==> src/rtl/logic_unit_pkg.sv <==
// Shared op codes, FSM state encoding and helpers for the pipelined logic unit.
package logic_unit_pkg;

  localparam logic [2:0] OP_AND   = 3'd0;
  localparam logic [2:0] OP_OR    = 3'd1;
  localparam logic [2:0] OP_XOR   = 3'd2;
  localparam logic [2:0] OP_NAND  = 3'd3;
  localparam logic [2:0] OP_NOR   = 3'd4;
  localparam logic [2:0] OP_XNOR  = 3'd5;
  localparam logic [2:0] OP_PASSA = 3'd6;
  localparam logic [2:0] OP_NOTA  = 3'd7;

  typedef enum logic {
    ST_IDLE = 1'b0,
    ST_ACC  = 1'b1
  } state_t;

  // Only the associative ops can fold a running accumulator with a new operand.
  function automatic logic op_is_fold_legal(input logic [2:0] op);
    return (op == OP_AND) || (op == OP_OR) || (op == OP_XOR);
  endfunction

endpackage

==> src/rtl/logic_op_core.sv <==
// Combinational WIDTH-wide bitwise operator: r = op(x, z).
module logic_op_core
  import logic_unit_pkg::*;
#(
  parameter int WIDTH = 8
) (
  input  logic [2:0]       op,
  input  logic [WIDTH-1:0] x,
  input  logic [WIDTH-1:0] z,
  output logic [WIDTH-1:0] r
);

  always_comb begin
    r = '0;
    case (op)
      OP_AND:   r = x & z;
      OP_OR:    r = x | z;
      OP_XOR:   r = x ^ z;
      OP_NAND:  r = ~(x & z);
      OP_NOR:   r = ~(x | z);
      OP_XNOR:  r = ~(x ^ z);
      OP_PASSA: r = x;
      OP_NOTA:  r = ~x;
      default:  r = '0;
    endcase
  end

endmodule

==> src/rtl/logic_unit_pipe.sv <==
// Pipelined bitwise logic unit: single beats produce a result one cycle after
// acceptance; accumulate packets fold every beat into one result on in_last.
module logic_unit_pipe
  import logic_unit_pkg::*;
#(
  parameter int WIDTH = 8,
  parameter int CNT_W = 8
) (
  input  logic             clk,
  input  logic             rst,
  input  logic             in_valid,
  output logic             in_ready,
  input  logic [WIDTH-1:0] a,
  input  logic [WIDTH-1:0] b,
  input  logic [2:0]       op,
  input  logic             acc_en,
  input  logic             in_last,
  output logic             out_valid,
  input  logic             out_ready,
  output logic [WIDTH-1:0] y,
  output logic             y_zero,
  output logic             y_ones,
  output logic [CNT_W-1:0] beats,
  output logic             op_err
);

  state_t           r_state;
  logic [WIDTH-1:0] r_acc;
  logic [CNT_W-1:0] r_cnt;
  logic             r_err;

  logic             r_out_valid;
  logic [WIDTH-1:0] r_y;
  logic             r_y_zero;
  logic             r_y_ones;
  logic [CNT_W-1:0] r_beats;
  logic             r_op_err;

  logic             w_accept;
  logic [WIDTH-1:0] w_first;
  logic [WIDTH-1:0] w_fold;
  logic             w_fold_legal;
  logic [WIDTH-1:0] w_acc_next;
  logic [CNT_W-1:0] w_cnt_next;
  logic             w_err_next;
  logic             w_emit;
  logic [WIDTH-1:0] w_emit_y;
  logic [CNT_W-1:0] w_emit_beats;
  logic             w_emit_err;

  assign in_ready = !r_out_valid || out_ready;
  assign w_accept = in_valid && in_ready;

  logic_op_core #(.WIDTH(WIDTH)) u_first (
    .op (op),
    .x  (a),
    .z  (b),
    .r  (w_first)
  );

  logic_op_core #(.WIDTH(WIDTH)) u_fold (
    .op (op),
    .x  (r_acc),
    .z  (a),
    .r  (w_fold)
  );

  // Illegal fold ops leave the accumulator untouched and only mark the packet.
  assign w_fold_legal = op_is_fold_legal(op);
  assign w_acc_next   = w_fold_legal ? w_fold : r_acc;
  assign w_cnt_next   = (&r_cnt) ? r_cnt : r_cnt + CNT_W'(1);
  assign w_err_next   = r_err || !w_fold_legal;

  always_comb begin
    w_emit       = 1'b0;
    w_emit_y     = w_first;
    w_emit_beats = CNT_W'(1);
    w_emit_err   = 1'b0;
    if (r_state == ST_ACC) begin
      w_emit       = w_accept && in_last;
      w_emit_y     = w_acc_next;
      w_emit_beats = w_cnt_next;
      w_emit_err   = w_err_next;
    end else begin
      w_emit       = w_accept && (!acc_en || in_last);
    end
  end

  always_ff @(posedge clk) begin
    if (rst) begin
      r_state     <= ST_IDLE;
      r_acc       <= '0;
      r_cnt       <= '0;
      r_err       <= 1'b0;
      r_out_valid <= 1'b0;
      r_y         <= '0;
      r_y_zero    <= 1'b1;
      r_y_ones    <= 1'b0;
      r_beats     <= '0;
      r_op_err    <= 1'b0;
    end else begin
      if (r_out_valid && out_ready) begin
        r_out_valid <= 1'b0;
      end

      if (w_accept) begin
        if (r_state == ST_IDLE) begin
          if (acc_en) begin
            r_acc <= w_first;
            r_cnt <= CNT_W'(1);
            r_err <= 1'b0;
            if (!in_last) begin
              r_state <= ST_ACC;
            end
          end
        end else begin
          // In ACC every beat folds regardless of acc_en; only in_last closes it.
          r_acc <= w_acc_next;
          r_cnt <= w_cnt_next;
          if (in_last) begin
            r_err   <= 1'b0;
            r_state <= ST_IDLE;
          end else begin
            r_err   <= w_err_next;
          end
        end
      end

      if (w_emit) begin
        r_out_valid <= 1'b1;
        r_y         <= w_emit_y;
        r_y_zero    <= (w_emit_y == '0);
        r_y_ones    <= (&w_emit_y);
        r_beats     <= w_emit_beats;
        r_op_err    <= w_emit_err;
      end
    end
  end

  assign out_valid = r_out_valid;
  assign y         = r_y;
  assign y_zero    = r_y_zero;
  assign y_ones    = r_y_ones;
  assign beats     = r_beats;
  assign op_err    = r_op_err;

endmodule

==> config.mk <==
export PLATFORM = sky130hd
export DESIGN_NAME = logic_unit_pipe
export DESIGN_NICKNAME = d
export VERILOG_FILES = /design/src/rtl/logic_unit_pkg.sv /design/src/rtl/logic_op_core.sv /design/src/rtl/logic_unit_pipe.sv
export SDC_FILE = /design/constraint.sdc
export NUM_CORES = 1
export LEC_CHECK = 0
export ABC_AREA = 1
export ABC_CLOCK_PERIOD_IN_PS = 1890
export BUFFER_PORTS_ARGS = -buffer_cell sky130_fd_sc_hd__buf_2
export CORE_ASPECT_RATIO = 0.7
export CORE_MARGIN = 4
export CORE_UTILIZATION = 25
export CTS_CLUSTER_SIZE = 24
export DETAILED_ROUTE_END_ITERATION = 12
export GPL_ROUTABILITY_DRIVEN = 0
export PLACE_DENSITY = 0.47
export SKIP_LAST_GASP = 1
export SYNTH_ARGS = -nofsm -noshare
export SYNTH_HDL_FRONTEND = slang
export SYNTH_HIERARCHICAL = 1
export SYNTH_SLANG_ARGS = --single-unit
==> constraint.sdc <==
create_clock -name clk -period 1.89 [get_ports clk]
set_input_delay 0.0945 -clock clk [delete_from_list [all_inputs] [get_ports clk]]
set_output_delay 0.0945 -clock clk [all_outputs]
set_load 0.02 [all_outputs]
After elaboration in Yosys (flattened, before gate mapping)
Cells that the tools add are included.

storage, ports and cells
  register bits = 38
  input bits = 25
  output and inout bits = 21

cells by class
  add/subtract/negate cells = 1
  equal/unequal tests = 7
  multiplexer cells = 20
  bitwise gates (word level) = 14
  reductions and logical operators = 19

operators by type and width
  operator                                                         count
  8-bit case mux with 8 select lines                               2
  8-bit two-way mux                                                8
  8-bit inverter                                                   8
  8-bit bitwise AND                                                2
  8-bit bitwise OR                                                 2
  8-bit AND reduction                                              2
  8-bit bitwise XOR                                                2
  3-bit == test, second input constant                             4
  1-bit two-way mux                                                10
  8-bit by 1-bit adder with 8-bit output, second input constant    1
  8-bit zero test                                                  1
  3-bit by 2-bit == test with 1-bit output, second input constant  2
  1-bit logical OR                                                 5
  1-bit logical AND                                                4
  2-bit nonzero test                                               2
  3-bit by 1-bit == test with 1-bit output, second input constant  1
  1-bit zero test                                                  3
  3-bit zero test                                                  1
  2-bit AND reduction                                              1

Depth between registers and ports, before layout
  depth in word-level cells = 7
  gate-level depth with buffers = 15
  depth with buffers taken out = 15

Hierarchy
Netlist, hierarchy kept.

modules (own cells, without submodules)
  module                   times used  cells an instance  area each (sq um)
  logic_unit_pipe          1           291                1,988.2
  logic_op_core (u_first)  1           168                929.6
  logic_op_core (u_fold)   1           168                920.9

Least setup slack after synthesis
OpenSTA, ideal clock, no wires.

  kind = reg-to-reg
  start = reg r_acc[6]
  end = reg r_y[6] (netlist: y[6])
  library setup time = 0.109 ns
  data arrival time = 1.468 ns
  data required time = 1.781 ns
  path slack = 0.313 ns
  cell stages (with the launch flop) = 13
  buffers on the path = 0
  clock period less this slack = 1.577 ns
  cells stage by stage = dfxtp_1 -> inv_1 -> ha_1 -> nand4_1 -> nand2_1 -> nor2_1 -> nand3_1 -> nand3b_1 -> nand3_1 -> nand2_1 -> nor2_1 -> or2_1 -> inv_1

between the ends
  longest elaborated chain between the ends = 5
  elaborated cells on any way between the ends = 10
  classes of those cells = mux: 3; bitwise: 7

RTL lines
  item                                             line                                                           RTL
  start: declaration                               logic_unit_pipe.sv:28                                          logic [WIDTH-1:0] r_acc;
  start signal: assignment                         logic_unit_pipe.sv:109                                         r_acc <= w_first;
  start signal: assignment                         logic_unit_pipe.sv:118                                         r_acc <= w_acc_next;
  8-bit bitwise XOR, or another cell as far along  logic_op_core.sv:18, logic_op_core.sv:21
  8-bit inverter, on equally long branches         logic_op_core.sv:21, logic_op_core.sv:19, logic_op_core.sv:20
  8-bit case mux with 8 select lines (*)           logic_op_core.sv:15                                            case (op)
  net w_fold[6]                                    logic_unit_pipe.sv:41                                          logic [WIDTH-1:0] w_fold;
  8-bit two-way mux (*)                            logic_unit_pipe.sv:70                                          assign w_acc_next = w_fold_legal ? w_fold : r_acc;
  8-bit two-way mux (*)                            logic_unit_pipe.sv:79                                          if (r_state == ST_ACC) begin
  end signal: assignment                           logic_unit_pipe.sv:131                                         r_y <= w_emit_y;
  end: declaration                                 logic_unit_pipe.sv:33                                          logic [WIDTH-1:0] r_y;

Mark *: on every way through the listed nets, which the timed path passes. The rest lies on a longest branch.
A chain may end at the register's enable or synchronous reset.

Final worst setup path
  start = reg r_acc[6]
  end = reg r_acc[6]

between the ends
  longest elaborated chain between the ends = 5
  elaborated cells on any way between the ends = 10
  classes of those cells = mux: 3; bitwise: 7

RTL lines
  item                                             line                                                           RTL
  8-bit bitwise XOR, or another cell as far along  logic_op_core.sv:18, logic_op_core.sv:21
  8-bit inverter, on equally long branches         logic_op_core.sv:21, logic_op_core.sv:19, logic_op_core.sv:20
  8-bit case mux with 8 select lines (*)           logic_op_core.sv:15
  net w_fold[6]                                    logic_unit_pipe.sv:41
  8-bit two-way mux (*)                            logic_unit_pipe.sv:70
  8-bit two-way mux (*)                            logic_unit_pipe.sv:107                                         if (r_state == ST_IDLE) begin

Marks and branches as above.

==> qor.yml <==
routed_wl_um: 12960
fin_crit_sh: 0.9455
ys_seq_area_frac: 0.1982
crit_fanout: 3
syn_nets: 685
worst_path_largest_cell_delay_ns: 0.33
cts_tree: "done"
multi_input_area_um2: 2467
grt_first_pass_wirelength_um: 21420
fmax_mhz: 559.6
drv_slew: 0
crit_type: "register to register"
cp-start-kind: "register"
synth-main-ff-cell: "dfxtp_1"
yosysTopAreaCellShare: 0.1982
syn2layout_area_growth_pct: 20.83
period_needed_ns: 1.787
nNetsFinal: 761
rows: 37
hold_ws_ns: 0.1251
grt_usage: 0.1499
final_cells: 899
cts.path.max_buffers: 2
synth-edff-count: 0
cp.arrival_ns: 1.97
ir_drop_uv: 268.7
ff2ff_setup_slack_ns: 0.10
place_ws_ns: 0.04977
htreeDepth: 2
nFillCells: 1655
setup.worst_path.start: "r_acc[6]$_SDFFE_PP0P_"
clock_sinks: 38
synth_area_leaders: "dfxtp_1 20%, nand2_1 14%, ha_1 11%"
antenna_cells: 0
drc: 0
drtPass1Iterations: 7
die_area_um2: 17430
clock_latency_ns: 0.28
avgSynthCellArea_um2: 6.122
syn-cell-area_um2: 3839
drive_gt1_frac: 0.1932
netlist_instances: 627
vias: 4240
die_w_um: 156.1
drt_iter0_drc: 316
utilization: 0.3121
worstPathCellList: "inv_1, ha_1, nand4_1, nand2_1, nor2_1, nand3_1, nand3b_1, nand3_1, nand2_2, buf_4, o21ai_1, inv_1"
synth.most_common_cell: "nand2_1"
rr_endpoint: "r_acc[6]$_SDFFE_PP0P_"
numPortBuffers: 45
vias_per_cell: 4.716
ant_nets: 0
worstPathRequired_ns: 2.07
min_path_type: "primary input to register"
ff_latch_area_um2: 760.7
grt_max_degree: 29
rsz0062_at_grt: "true"
place_inst: 891
io-pin-count: 46
die_h_um: 111.7
maxCapViolCount: 0
grt_pass1_vias: 4058
wl_per_cell_um: 14.41
async_flop_share: 0
coreArea_um2: 14860
synth_top_area_cell: "dfxtp_1"
r2r.worst_path.cells: 12
fin_tns_setup_ns: 0
hold_violations: 0
cts.hold.buffers_added: 0
gr-total-overflow: 0
yosys-top-cells-count: "144 x nand2_1, 94 x inv_1, 82 x nand3_1, 63 x nor2_1, 38 x dfxtp_1"
p_leak_nw: 2.358
hp-start: "out_ready"
cts_root_buffer: "clkbuf_16"
setup_viol: 0
slowest_stage: "dfxtp_1"
ys_warn_count: 6
max_slew_margin: 0.5974
ys_seq_elements: 38
tightestPinTransition_ns: 0.6017
worst_slack_ns: 0.1031
r2r_start: "r_acc[6]$_SDFFE_PP0P_"
endpoint_kind: "register"
dpl.hpwl_um: 10290
clock_skew_ns: 0.008405
clk_pin_slew_ns: 0.06
synth.distinct_cells: 31
crit_end: "r_acc[6]$_SDFFE_PP0P_"
antenna_found_initial: 0
status: "finished clean"
p_per_area_nw_per_um2: 577.6
start_util: 0.2583
numCtsBuffers: 5
[cell families (layout without fill, tap and decap cells)]
group,Yosys count,after routing,share of synthesized area
buf+inv,131,208,0.1617
simple gates,351,351,0.4286
compound gates,74,74,0.1040
fa+ha+maj,33,33,0.1076
flops,38,38,0.1982
[where the power goes]
group | switching, mW | internal (mW) | leakage (nW)
Clock | 0.315 | 0.523 | 0.0739
Combinational | 0.600 | 0.349 | 1.97
Sequential | 0.0370 | 0.855 | 0.311
[metrics by stage]
stage | instance area, um^2 | total power, mW
2_1_floorplan | 3839 | 1.487
3_3_place_gp | 4481 | 1.837
3_5_place_dp | 4481 | 1.845
4_1_cts | 4628 | 2.691
5_1_grt | 4638 | 2.858
6_report | 4638 | 2.679
[layout make-up]
| class | instances | area share |
|---|---|---|
| flip-flops and latches | 38 | 0.1640 |
| well taps | 195 | 0.05260 |
| multi-input cells | 458 | 0.5320 |
| clock buffers | 7 | 0.03075 |
| inverters | 106 | 0.08632 |
| repair buffers | 94 | 0.1333 |
| clock inverters | 1 | 0.001079 |
[per-layer routing]
| layer | track usage | share of wire |
|---|---|---|
| met1 | 0.2338 | 0.54 |
| met2 | 0.2146 | 0.39 |
| met3 | 0.02875 | 0.062 |
| met4 | 0.02370 | 0.0043 |
| met5 | 0 | 0 |
[state kept, by name (all words and copies together) (netlist names)]
signal     flops
beats          8
y_zero         1
r_state        1
y              8
r_cnt          8
y_ones         1
r_acc          8
r_err          1
op_err         1
out_valid      1
[worst max-delay path: cells and delay by family (launching register included)]
family,cells,cell delay (ns)
AND/OR/NAND/NOR,7,0.70
flip-flops,1,0.33
adder cells (fa/ha/maj),1,0.30
buffers and inverters,3,0.22
AO/OA/AOI/OAI,1,0.11
[how the worst min path moves through the flow]
stage	end	slack (ns)	depth (start not counted)
2_1_floorplan	r_acc[0]$_SDFFE_PP0P_	0.26	3
3_3_place_gp	out_valid$_SDFFE_PP0P_	0.43	4
3_5_place_dp	out_valid$_SDFFE_PP0P_	0.43	4
4_1_cts	out_valid$_SDFFE_PP0P_	0.13	4
5_1_grt	out_valid$_SDFFE_PP0P_	0.15	4
6_report	out_valid$_SDFFE_PP0P_	0.13	4
[layout by cell type, fill, tap and decap left out, types with 3 or more instances in the layout]
master / count
a21oi_1: 17
buf_2: 45
buf_4: 47
clkbuf_16: 5
dfxtp_1: 38
ha_1: 33
inv_1: 94
inv_2: 11
nand2_1: 142
nand2_2: 4
nand3_1: 82
nand3_4: 3
nand4_1: 35
nor2_1: 61
nor2_2: 5
nor2_4: 3
o211ai_1: 3
o21ai_0: 13
o21ai_1: 37
or2_1: 8
[repair_timing]
| action | 4_1_cts | 5_1_grt |
|---|---|---|
| setup endpoints to repair | 0 | 4 |
| resized for setup | 0 | 5 |
| setup buffers | 0 | 0 |
Power figures use the tool's default switching activity.
